--- config.mk ---
export PLATFORM = sky130hd
export DESIGN_NAME = bus_arbiter
export DESIGN_NICKNAME = d
export VERILOG_FILES = /design/src/rtl/bus_arbiter_pkg.sv /design/src/rtl/bus_arbiter_rr_pick.sv /design/src/rtl/bus_arbiter.sv
export SDC_FILE = /design/constraint.sdc
export NUM_CORES = 1
export LEC_CHECK = 0
export ABC_AREA = 0
export BUFFER_PORTS_ARGS = -buffer_cell sky130_fd_sc_hd__buf_2
export CAP_MARGIN = 5
export CORE_ASPECT_RATIO = 0.9
export CORE_MARGIN = 3
export CORE_UTILIZATION = 27
export DETAILED_ROUTE_END_ITERATION = 6
export PLACE_DENSITY = 0.49
export REMOVE_ABC_BUFFERS = 1
export SLEW_MARGIN = 20
export SYNTH_ARGS = -nofsm -noshare
export SYNTH_HDL_FRONTEND = slang
export SYNTH_HIERARCHICAL = 1
export SYNTH_SLANG_ARGS = --single-unit
--- constraint.sdc ---
create_clock -name clk -period 1.9 [get_ports clk]
set_input_delay 0.475 -clock clk [delete_from_list [all_inputs] [get_ports clk]]
set_output_delay 0.475 -clock clk [all_outputs]
set_load 0.03 [all_outputs]
--- src/rtl/bus_arbiter_pkg.sv ---
// ============================================================================
// Module : bus_arbiter_pkg
// Brief  : Shared state encodings, bus width default and clog2 helper for the
//          round-robin bus arbiter.
// Rev    : 1.0  initial release
// ============================================================================
`default_nettype none

package bus_arbiter_pkg;

    localparam logic [1:0] ST_IDLE  = 2'd0;
    localparam logic [1:0] ST_GRANT = 2'd1;
    localparam logic [1:0] ST_TURN  = 2'd2;

    localparam int DATA_BUS_WIDTH_DEF = 32;

    // Never returns less than 1, so a 1-bit index still exists for tiny configs.
    function automatic int clog2(input int value);
        int r;
        r = 1;
        for (int i = 1; i < 31; i++) begin
            if ((1 << i) < value) begin
                r = i + 1;
            end
        end
        return r;
    endfunction

endpackage

`default_nettype wire

--- src/rtl/bus_arbiter_rr_pick.sv ---
// ============================================================================
// Module : rr_pick
// Brief  : Combinational round-robin search: first set request after i_last.
// Rev    : 1.0  initial release
// ============================================================================
`default_nettype none

module rr_pick
    import bus_arbiter_pkg::*;
#(
    parameter  int NUM_REQ = 4,
    localparam int IDX_W   = clog2(NUM_REQ)
) (
    input  logic [NUM_REQ-1:0] i_req,
    input  logic [IDX_W-1:0]   i_last,
    output logic               o_found,
    output logic [IDX_W-1:0]   o_pick
);

    localparam logic [IDX_W-1:0] c_LAST_IDX = IDX_W'(NUM_REQ - 1);

    logic [IDX_W-1:0] w_idx;

    // Wrap is an explicit compare so non-power-of-two counts stay in range.
    always_comb begin
        o_found = 1'b0;
        o_pick  = '0;
        w_idx   = i_last;
        for (int i = 0; i < NUM_REQ; i++) begin
            w_idx = (w_idx == c_LAST_IDX) ? '0 : w_idx + 1'b1;
            if (!o_found && i_req[w_idx]) begin
                o_found = 1'b1;
                o_pick  = w_idx;
            end
        end
    end

endmodule

`default_nettype wire

--- src/rtl/bus_arbiter.sv ---
// ============================================================================
// Module : bus_arbiter
// Brief  : Round-robin bus arbiter with one-cycle high-Z turnaround and a
//          hold limit that forces release when another source is waiting.
// Rev    : 1.0  initial release
// ============================================================================
`default_nettype none

module bus_arbiter
    import bus_arbiter_pkg::*;
#(
    parameter  int NUM_REQ  = 4,
    parameter  int MAX_HOLD = 8,
    localparam int OW       = clog2(NUM_REQ)
) (
    input  logic               clk,
    input  logic               reset,
    input  logic [NUM_REQ-1:0] req,
    output logic [NUM_REQ-1:0] gnt,
    output logic [OW-1:0]      owner,
    output logic               bus_idle,
    output logic               timeout
);

    localparam int               HW         = clog2(MAX_HOLD);
    localparam logic [HW-1:0]    c_HOLD_MAX = HW'(MAX_HOLD - 1);
    localparam logic [OW-1:0]    c_LAST_RST = OW'(NUM_REQ - 1);
    localparam logic [NUM_REQ-1:0] c_ONE    = NUM_REQ'(1);

    logic [1:0]         r_state;
    logic [NUM_REQ-1:0] r_gnt;
    logic [OW-1:0]      r_owner;
    logic [OW-1:0]      r_last;
    logic [HW-1:0]      r_hold;
    logic               r_bus_idle;
    logic               r_timeout;

    logic [1:0]         w_state_nx;
    logic [NUM_REQ-1:0] w_gnt_nx;
    logic [OW-1:0]      w_owner_nx;
    logic [OW-1:0]      w_last_nx;
    logic [HW-1:0]      w_hold_nx;
    logic               w_timeout_nx;
    logic               w_found;
    logic [OW-1:0]      w_pick;
    logic               w_others_wait;

    rr_pick #(
        .NUM_REQ (NUM_REQ)
    ) u_rr_pick (
        .i_req   (req),
        .i_last  (r_last),
        .o_found (w_found),
        .o_pick  (w_pick)
    );

    // In GRANT r_gnt is exactly the owner's bit, so masking it leaves the waiters.
    assign w_others_wait = |(req & ~r_gnt);

    always_comb begin
        w_state_nx   = r_state;
        w_gnt_nx     = r_gnt;
        w_owner_nx   = r_owner;
        w_last_nx    = r_last;
        w_hold_nx    = r_hold;
        w_timeout_nx = 1'b0;
        case (r_state)
            ST_IDLE, ST_TURN: begin
                if (w_found) begin
                    w_state_nx = ST_GRANT;
                    w_gnt_nx   = c_ONE << w_pick;
                    w_owner_nx = w_pick;
                    w_hold_nx  = '0;
                end else begin
                    w_state_nx = ST_IDLE;
                    w_gnt_nx   = '0;
                end
            end
            ST_GRANT: begin
                if (!req[r_owner]) begin
                    w_state_nx = ST_TURN;
                    w_gnt_nx   = '0;
                    w_last_nx  = r_owner;
                end else if ((r_hold == c_HOLD_MAX) && w_others_wait) begin
                    w_state_nx   = ST_TURN;
                    w_gnt_nx     = '0;
                    w_last_nx    = r_owner;
                    w_timeout_nx = 1'b1;
                end else if (r_hold != c_HOLD_MAX) begin
                    w_hold_nx = r_hold + 1'b1;
                end
            end
            default: begin
                w_state_nx = ST_IDLE;
                w_gnt_nx   = '0;
            end
        endcase
    end

    always_ff @(posedge clk) begin
        if (reset) begin
            r_state    <= ST_IDLE;
            r_gnt      <= '0;
            r_owner    <= '0;
            r_last     <= c_LAST_RST;
            r_hold     <= '0;
            r_bus_idle <= 1'b1;
            r_timeout  <= 1'b0;
        end else begin
            r_state    <= w_state_nx;
            r_gnt      <= w_gnt_nx;
            r_owner    <= w_owner_nx;
            r_last     <= w_last_nx;
            r_hold     <= w_hold_nx;
            r_bus_idle <= (w_gnt_nx == '0);
            r_timeout  <= w_timeout_nx;
        end
    end

    assign gnt      = r_gnt;
    assign owner    = r_owner;
    assign bus_idle = r_bus_idle;
    assign timeout  = r_timeout;

endmodule

`default_nettype wire

==> results of run 1 <==
-- synthesized netlist by cell type (2+ instances only) --
master	instances
inv_1	4
or3_1	2
nand3b_1	5
nor3_1	4
ha_1	3
nand3_1	2
nand2b_1	6
a21oi_1	6
o311ai_1	3
o41ai_1	3
o21ai_0	2
a22o_1	2
a41oi_2	2
dfxtp_1	15
mux2_4	2
a32o_1	2
nor2_1	7
-- final cells by class --
type / count / area (um^2)
clock inverters: 1 / 5.005
multi-input cells: 67 / 579.3
repair buffers: 16 / 87.58
clock buffers: 3 / 41.29
fillers: 324 / 2033
flip-flops and latches: 15 / 300.3
well taps: 42 / 52.55
inverters: 4 / 15.01
-- path summary, 6_finish.rpt --
| check | start | to | slack (ns) | cells after the start |
|---|---|---|---|---|
| max reg2reg | r_last[0] | gnt[1] | 0.19 | 6 |
| min | r_hold[2] | r_hold[2] | 0.49 | 2 |
| min reg2reg | r_hold[2] | r_hold[2] | 0.49 | 2 |
| max | r_last[0] | gnt[1] | 0.19 | 6 |
-- routing by layer --
layer | track usage | up-vias | wire length [um]
met5 | 0 | - | 0
met4 | 0.06087 | 0 | 45
met3 | 0.04074 | 4 | 117
met2 | 0.1596 | 19 | 859
met1 | 0.1704 | 359 | 1044
li1 | - | 382 | -
-- state kept, by name, indices dropped and copies added (netlist names) --
signal    flops
owner         2
bus_idle      1
r_state       2
r_last        2
r_hold        3
gnt           4
timeout       1
-- power by group --
part / leakage, uW / internal [uW] / switching (uW) / total, uW
clock: 0.0000255 / 146 / 123 / 268
combinational: 0.000274 / 123 / 161 / 284
sequential: 0.000123 / 343 / 34.1 / 377
total: 0.000422 / 612 / 317 / 929
-- worst reg2reg max path, delay by kind of cell, from the launching register on --
family | cells | cell delay [ns]
compound gates | 2 | 0.34
flops | 1 | 0.49
fa+ha+maj | 1 | 0.27
buf+inv | 1 | 0.13
simple gates | 2 | 0.38
-- logic make-up after synthesis --
family	count (synthesis)	synth area share
AND/OR/NAND/NOR	34	0.2528
multiplexers	4	0.07022
adder cells (fa/ha/maj)	3	0.04214
buffers and inverters	6	0.02667
AO/OA/AOI/OAI	26	0.2711
flip-flops	15	0.3371
-- metrics by stage --
stage | instances | hold WS (ns) | instance area, um^2
after global placement | 144 | 0.4667 | 1022
final | 148 | 0.4891 | 1081
after floorplan | 86 | 0.4553 | 882.1
after global routing | 148 | 0.5273 | 1081
after detailed placement | 144 | 0.4788 | 1022
after CTS | 148 | 0.4934 | 1069
==> flow_summary_export.csv, run 1 <==
group,metric,value,unit
status,outcome,"completed",
synthesis,synth-edff-count,0,
timing,period_share,0.8995,
placement,port_buffers,13,
cts,tritoncts,"yes",
floorplan,chipWidth,66.55,um
floorplan,die_h,60.50,um
synthesis,synth_ff_type,"dfxtp_1",
final_layout,layout_commonest_cell,"dfxtp_1",
final_layout,fin_nets,116,
worst_setup_path,cp_max_fo,5,
synthesis,async_flop_share,0,
pwr,cellLeakagePower,0.0004219,uW
cts,cts_buffers,3,
detailed_routing,drt_iter0_markers,51,
cts,htree_levels,1,
timing,finalSetupViolCount,0,
final_layout,layout_common_cells,"dfxtp_1 (15), buf_2 (13), nor2_1 (7), nand2b_1 (6), a21oi_1 (6)",
synthesis,syn_area,890.9,um^2
timing,tns,0,ns
floorplan,ios,14,
synthesis,synth_cell_types,35,
detailed_routing,wl_per_cell,13.96,um
global_route,grt_overflow,0,
placement,gp_congestion,0.7300,
timing,slew_violations,0,
global_route,grt_use_total,0.1200,
cts,clkLatencyLatePin,0.25,ns
cts,cts_setup_buffers,0,
synthesis,synth_top_cell_by_area,"dfxtp_1",
cts,cts_resized,0,
timing,final.min_clock_period,1.709,ns
synthesis,ys_ff_latch,15,
worst_setup_path,crit_required,2.05,ns
placement,hpwl,1.557,mm
floorplan,start_util,0.2861,
final_layout,diodes,0,
global_route,grt_pass1_vias,732,
global_route,grt_antenna_before_repair,0,
pwr,irDropWorstVdd,0.0004371,V
detailed_routing,first_pass_iters,4,
final_layout,area_growth,21.35,%
synthesis,synth_area_leaders,"dfxtp_1 (34%), ha_1 (4.2%), nand2b_1 (4.2%), nand3b_1 (4.2%), a41oi_2 (3.7%)",
placement,dpl_worst_slack,0.1801,ns
hold_path,hp-class,"flop to flop",
cts,clk_path_buf_depth,2,
cts,clk_pin_slew,0.07,ns
global_route,grt_max_degree,12,
worst_setup_path,critPathTopFamily,"flip-flops",
synthesis,synth.top_cell.area_share,0.3371,
timing,clock_skew,0.003886,ns
final_layout,utilization,0.3471,
floorplan,die-area,4026,um^2
worst_setup_path,start_kind,"flop",
synthesis,avgSynthCellArea,10.12,um^2
cts,cts-root-buf,"clkbuf_8",
floorplan,coreArea,3114,um^2
global_route,grt_pass1_wl,3.512,mm
floorplan,fp-row-count,19,
timing,worstMarginPinSlew,0.4636,ns
flow_run,maxCapViolations,0,
worst_setup_path,crit_type,"flop to flop",
synthesis,ys_warn_count,6,
worst_setup_path,setup.worst_path.end_class,"flop",
detailed_routing,num_vias,764,
detailed_routing,ant_nets,0,
cts,clock-sinks,15,
detailed_routing,wirelength,2.066,mm
worst_setup_path,crit_path_max_incr_delay,0.49,ns
detailed_routing,viasPerCell,5.162,
worst_setup_path,path_buf_inv,1,
timing,setup_ws,0.1909,ns
worst_setup_path,slowest_stage,"dfxtp_1",
synthesis,synth_cells,88,
pwr,p_total,929.2,uW
cts,holdBufCountCts,0,
pwr,power-per-cell-area,859.5,nW/um^2
timing,rsz0062_at_grt,"false",
timing,maxSlewHeadroom,0.6909,
synthesis,ys_seq_area_frac,0.3371,
detailed_routing,drc,0,
timing,max_freq,585.1,MHz
timing,hold_violations,0,
worst_setup_path,crit_arrival,1.86,ns
worst_setup_path,path_cells,"ha_4 -> nand2_2 -> a2111oi_4 -> nor3_1 -> inv_1 -> a32o_1",
final_layout,drive_gt1_frac,0.3113,
Note: power is estimated with default switching activity, not from simulation.
==> run 2, diff against run 1 <==
- SYNTH_HIERARCHICAL: 1 -> default
==> run 2 against run 1 <==
- power is 11% higher
- combinational power is 42% higher
- core utilization hardly changed
- synthesized area is 12% higher
- final cell count is 12% higher
- non-clock buffer count is 5 higher
- global-route usage is 2.0 points lower
- critical path type unchanged
==> flow_summary_export.csv, run 2 <==
group,metric,value,unit
worst_setup_path,crit_path_max_incr_delay,0.52,ns
worst_setup_path,start_kind,"flop",
worst_setup_path,critPathTopFamily,"multiplexers",
cts,holdBufCountCts,0,
detailed_routing,first_pass_iters,4,
cts,htree_levels,1,
synthesis,synth_area_leaders,"dfxtp_1 (30%), nor2b_1 (6.3%), o41ai_2 (4.9%), mux4_2 (4.5%), nor2_1 (4.5%)",
global_route,grt_pass1_vias,769,
final_layout,diodes,0,
cts,clkLatencyLatePin,0.24,ns
placement,gp_congestion,0.7703,
final_layout,layout_common_cells,"dfxtp_1 (14), buf_2 (13), nor2_1 (12), nor2b_1 (9), buf_4 (8)",
pwr,power-per-cell-area,858.4,nW/um^2
detailed_routing,drt_iter0_markers,30,
synthesis,syn_area,993.5,um^2
cts,cts_buffers,3,
detailed_routing,viasPerCell,4.886,
timing,rsz0062_at_grt,"true",
timing,hold_violations,0,
global_route,grt_pass1_wl,3.636,mm
timing,slew_violations,0,
floorplan,coreArea,3453,um^2
timing,max_freq,545.6,MHz
placement,hpwl,1.622,mm
detailed_routing,ant_nets,0,
synthesis,avgSynthCellArea,9.645,um^2
global_route,grt_antenna_before_repair,0,
final_layout,largest_register_ff_count,4,
worst_setup_path,slowest_stage,"mux4_2",
final_layout,fin_nets,132,
synthesis,synthTopCellsByCount,"dfxtp_1 (15), nor2_1 (12), nor2b_1 (10), a21oi_1 (6), nand2_1 (6)",
pwr,irDropWorstVdd,0.0002557,V
floorplan,fp-row-count,20,
synthesis,synth.top_cell.area_share,0.3023,
floorplan,chipWidth,69.94,um
timing,final.min_clock_period,1.833,ns
detailed_routing,wirelength,2.175,mm
synthesis,async_flop_share,0,
status,outcome,"completed",
global_route,grt_use_total,0.09987,
hold_path,hp-class,"flop to flop",
detailed_routing,num_vias,811,
worst_setup_path,crit_type,"flop to flop",
flow_run,maxCapViolations,0,
cts,cts-root-buf,"clkbuf_8",
timing,finalSetupViolCount,0,
cts,tritoncts,"yes",
floorplan,ios,14,
cts,clk_path_buf_depth,2,
worst_setup_path,cp_max_fo,10,
final_layout,drive_gt1_frac,0.3443,
global_route,grt_max_degree,15,
timing,hold_ws,0.5073,ns
floorplan,die-area,4444,um^2
floorplan,die_h,63.55,um
detailed_routing,drc,0,
global_route,grt_overflow,0,
cts,clk_pin_slew,0.06,ns
timing,worstMarginPinSlew,0.4350,ns
worst_setup_path,setup.worst_path.end_class,"flop",
timing,maxSlewHeadroom,0.7069,
synthesis,synth_top_cell_by_area,"dfxtp_1",
detailed_routing,wl_per_cell,13.10,um
cts,clock-sinks,15,
synthesis,synth_cells,103,
final_layout,final_cell_area,1200,um^2
placement,placed_area,1139,um^2
worst_setup_path,crit_required,2.04,ns
worst_setup_path,path_cells,"buf_4 -> nor2b_2 -> mux4_2 -> and2_1 -> o41ai_2",
timing,clock_skew,0.001285,ns
floorplan,start_util,0.2877,
final_layout,area_growth,20.78,%
synthesis,synth.most_common_cell,"dfxtp_1",
pwr,cellLeakagePower,0.0005243,uW
final_layout,layout_commonest_cell,"dfxtp_1",
timing,period_share,0.9646,
worst_setup_path,crit_arrival,1.97,ns
worst_setup_path,path_buf_inv,1,
synthesis,synth_ff_type,"dfxtp_1",
synthesis,synth_cell_types,36,
synthesis,ys_seq_area_frac,0.3023,
synthesis,synth-edff-count,0,
synthesis,ys_warn_count,0,
placement,port_buffers,13,
synthesis,ys_ff_latch,15,
==> run 2: cell count changes after synthesis, moves of 4 or more <==
cell	delta
nor2b_1	+10
nand2_1	+5
nand3b_1	-5
nor2_1	+5
and2_1	+4
inv_1	-4
==> run 2: path summary, 6_finish.rpt <==
check | start | to | slack (ns) | depth (start not counted)
worst max-delay path | r_last[0] | gnt[0] | 0.07 | 5
worst max register to register | r_last[0] | gnt[0] | 0.07 | 5
worst min-delay path | owner[0] | owner[0] | 0.51 | 2
worst min register to register | owner[0] | owner[0] | 0.51 | 2
==> run 2: routing by layer <==
metal	vias up	GRT usage	share of wire	routed length, um
met5	-	0	0	0
met4	0	0.01435	0.0064	14
met3	2	0.03509	0.032	70
met2	10	0.1627	0.46	1011
met1	387	0.1298	0.50	1079
li1	412	-	-	-
==> run 2: tightest hold or removal path, cell delays in order, from the launching register on <==
cell	delay (ns)
dfxtp_1	0.34
nand2_1	0.07
a21oi_1	0.05
==> run 2: power by group <==
group,switching (uW),internal (uW)
clock,104,148
sequential,29.3,347
combinational,219,183
==> run 2: area by class of cell <==
type,count,area [um^2]
fill,367,2253
tap,44,55.05
multi-input combinational,82,673.1
timing repair buffer,21,125.1
sequential,15,301.5
clock buffer,4,45.04
==> run 2: kinds of logic after synthesis <==
group | count (synthesis) | share of synthesized area
XOR/XNOR | 1 | 0.008818
adder cells (fa/ha/maj) | 3 | 0.03779
flip-flops | 15 | 0.3023
multiplexers | 10 | 0.1385
AO/OA/AOI/OAI | 24 | 0.2330
buffers and inverters | 6 | 0.03526
AND/OR/NAND/NOR | 44 | 0.2443
==> run 2: stage by stage <==
stage / instances / worst slack [ns] / utilization / TNS, ns / total power (uW)
floorplan: 97 / -0.3270 / - / -1.106 / 657.3
global placement: 162 / -0.004081 / 0.3297 / -0.004081 / 771.1
detailed placement: 162 / -0.008821 / 0.3297 / -0.01539 / 773.1
CTS: 166 / 0.05121 / 0.3464 / 0 / 1041
global route: 166 / -0.02476 / 0.3475 / -0.02476 / 1095
finish: 166 / 0.06726 / 0.3475 / 0 / 1030
==> run 2: timing repair <==
| action | 4_1_cts | 5_1_grt |
|---|---|---|
| resized for setup | 1 | 2 |
| setup endpoints to repair | 2 | 3 |
| cloned | 0 | 0 |
| buffers inserted | 0 | 0 |
| pin swaps | 0 | 2 |
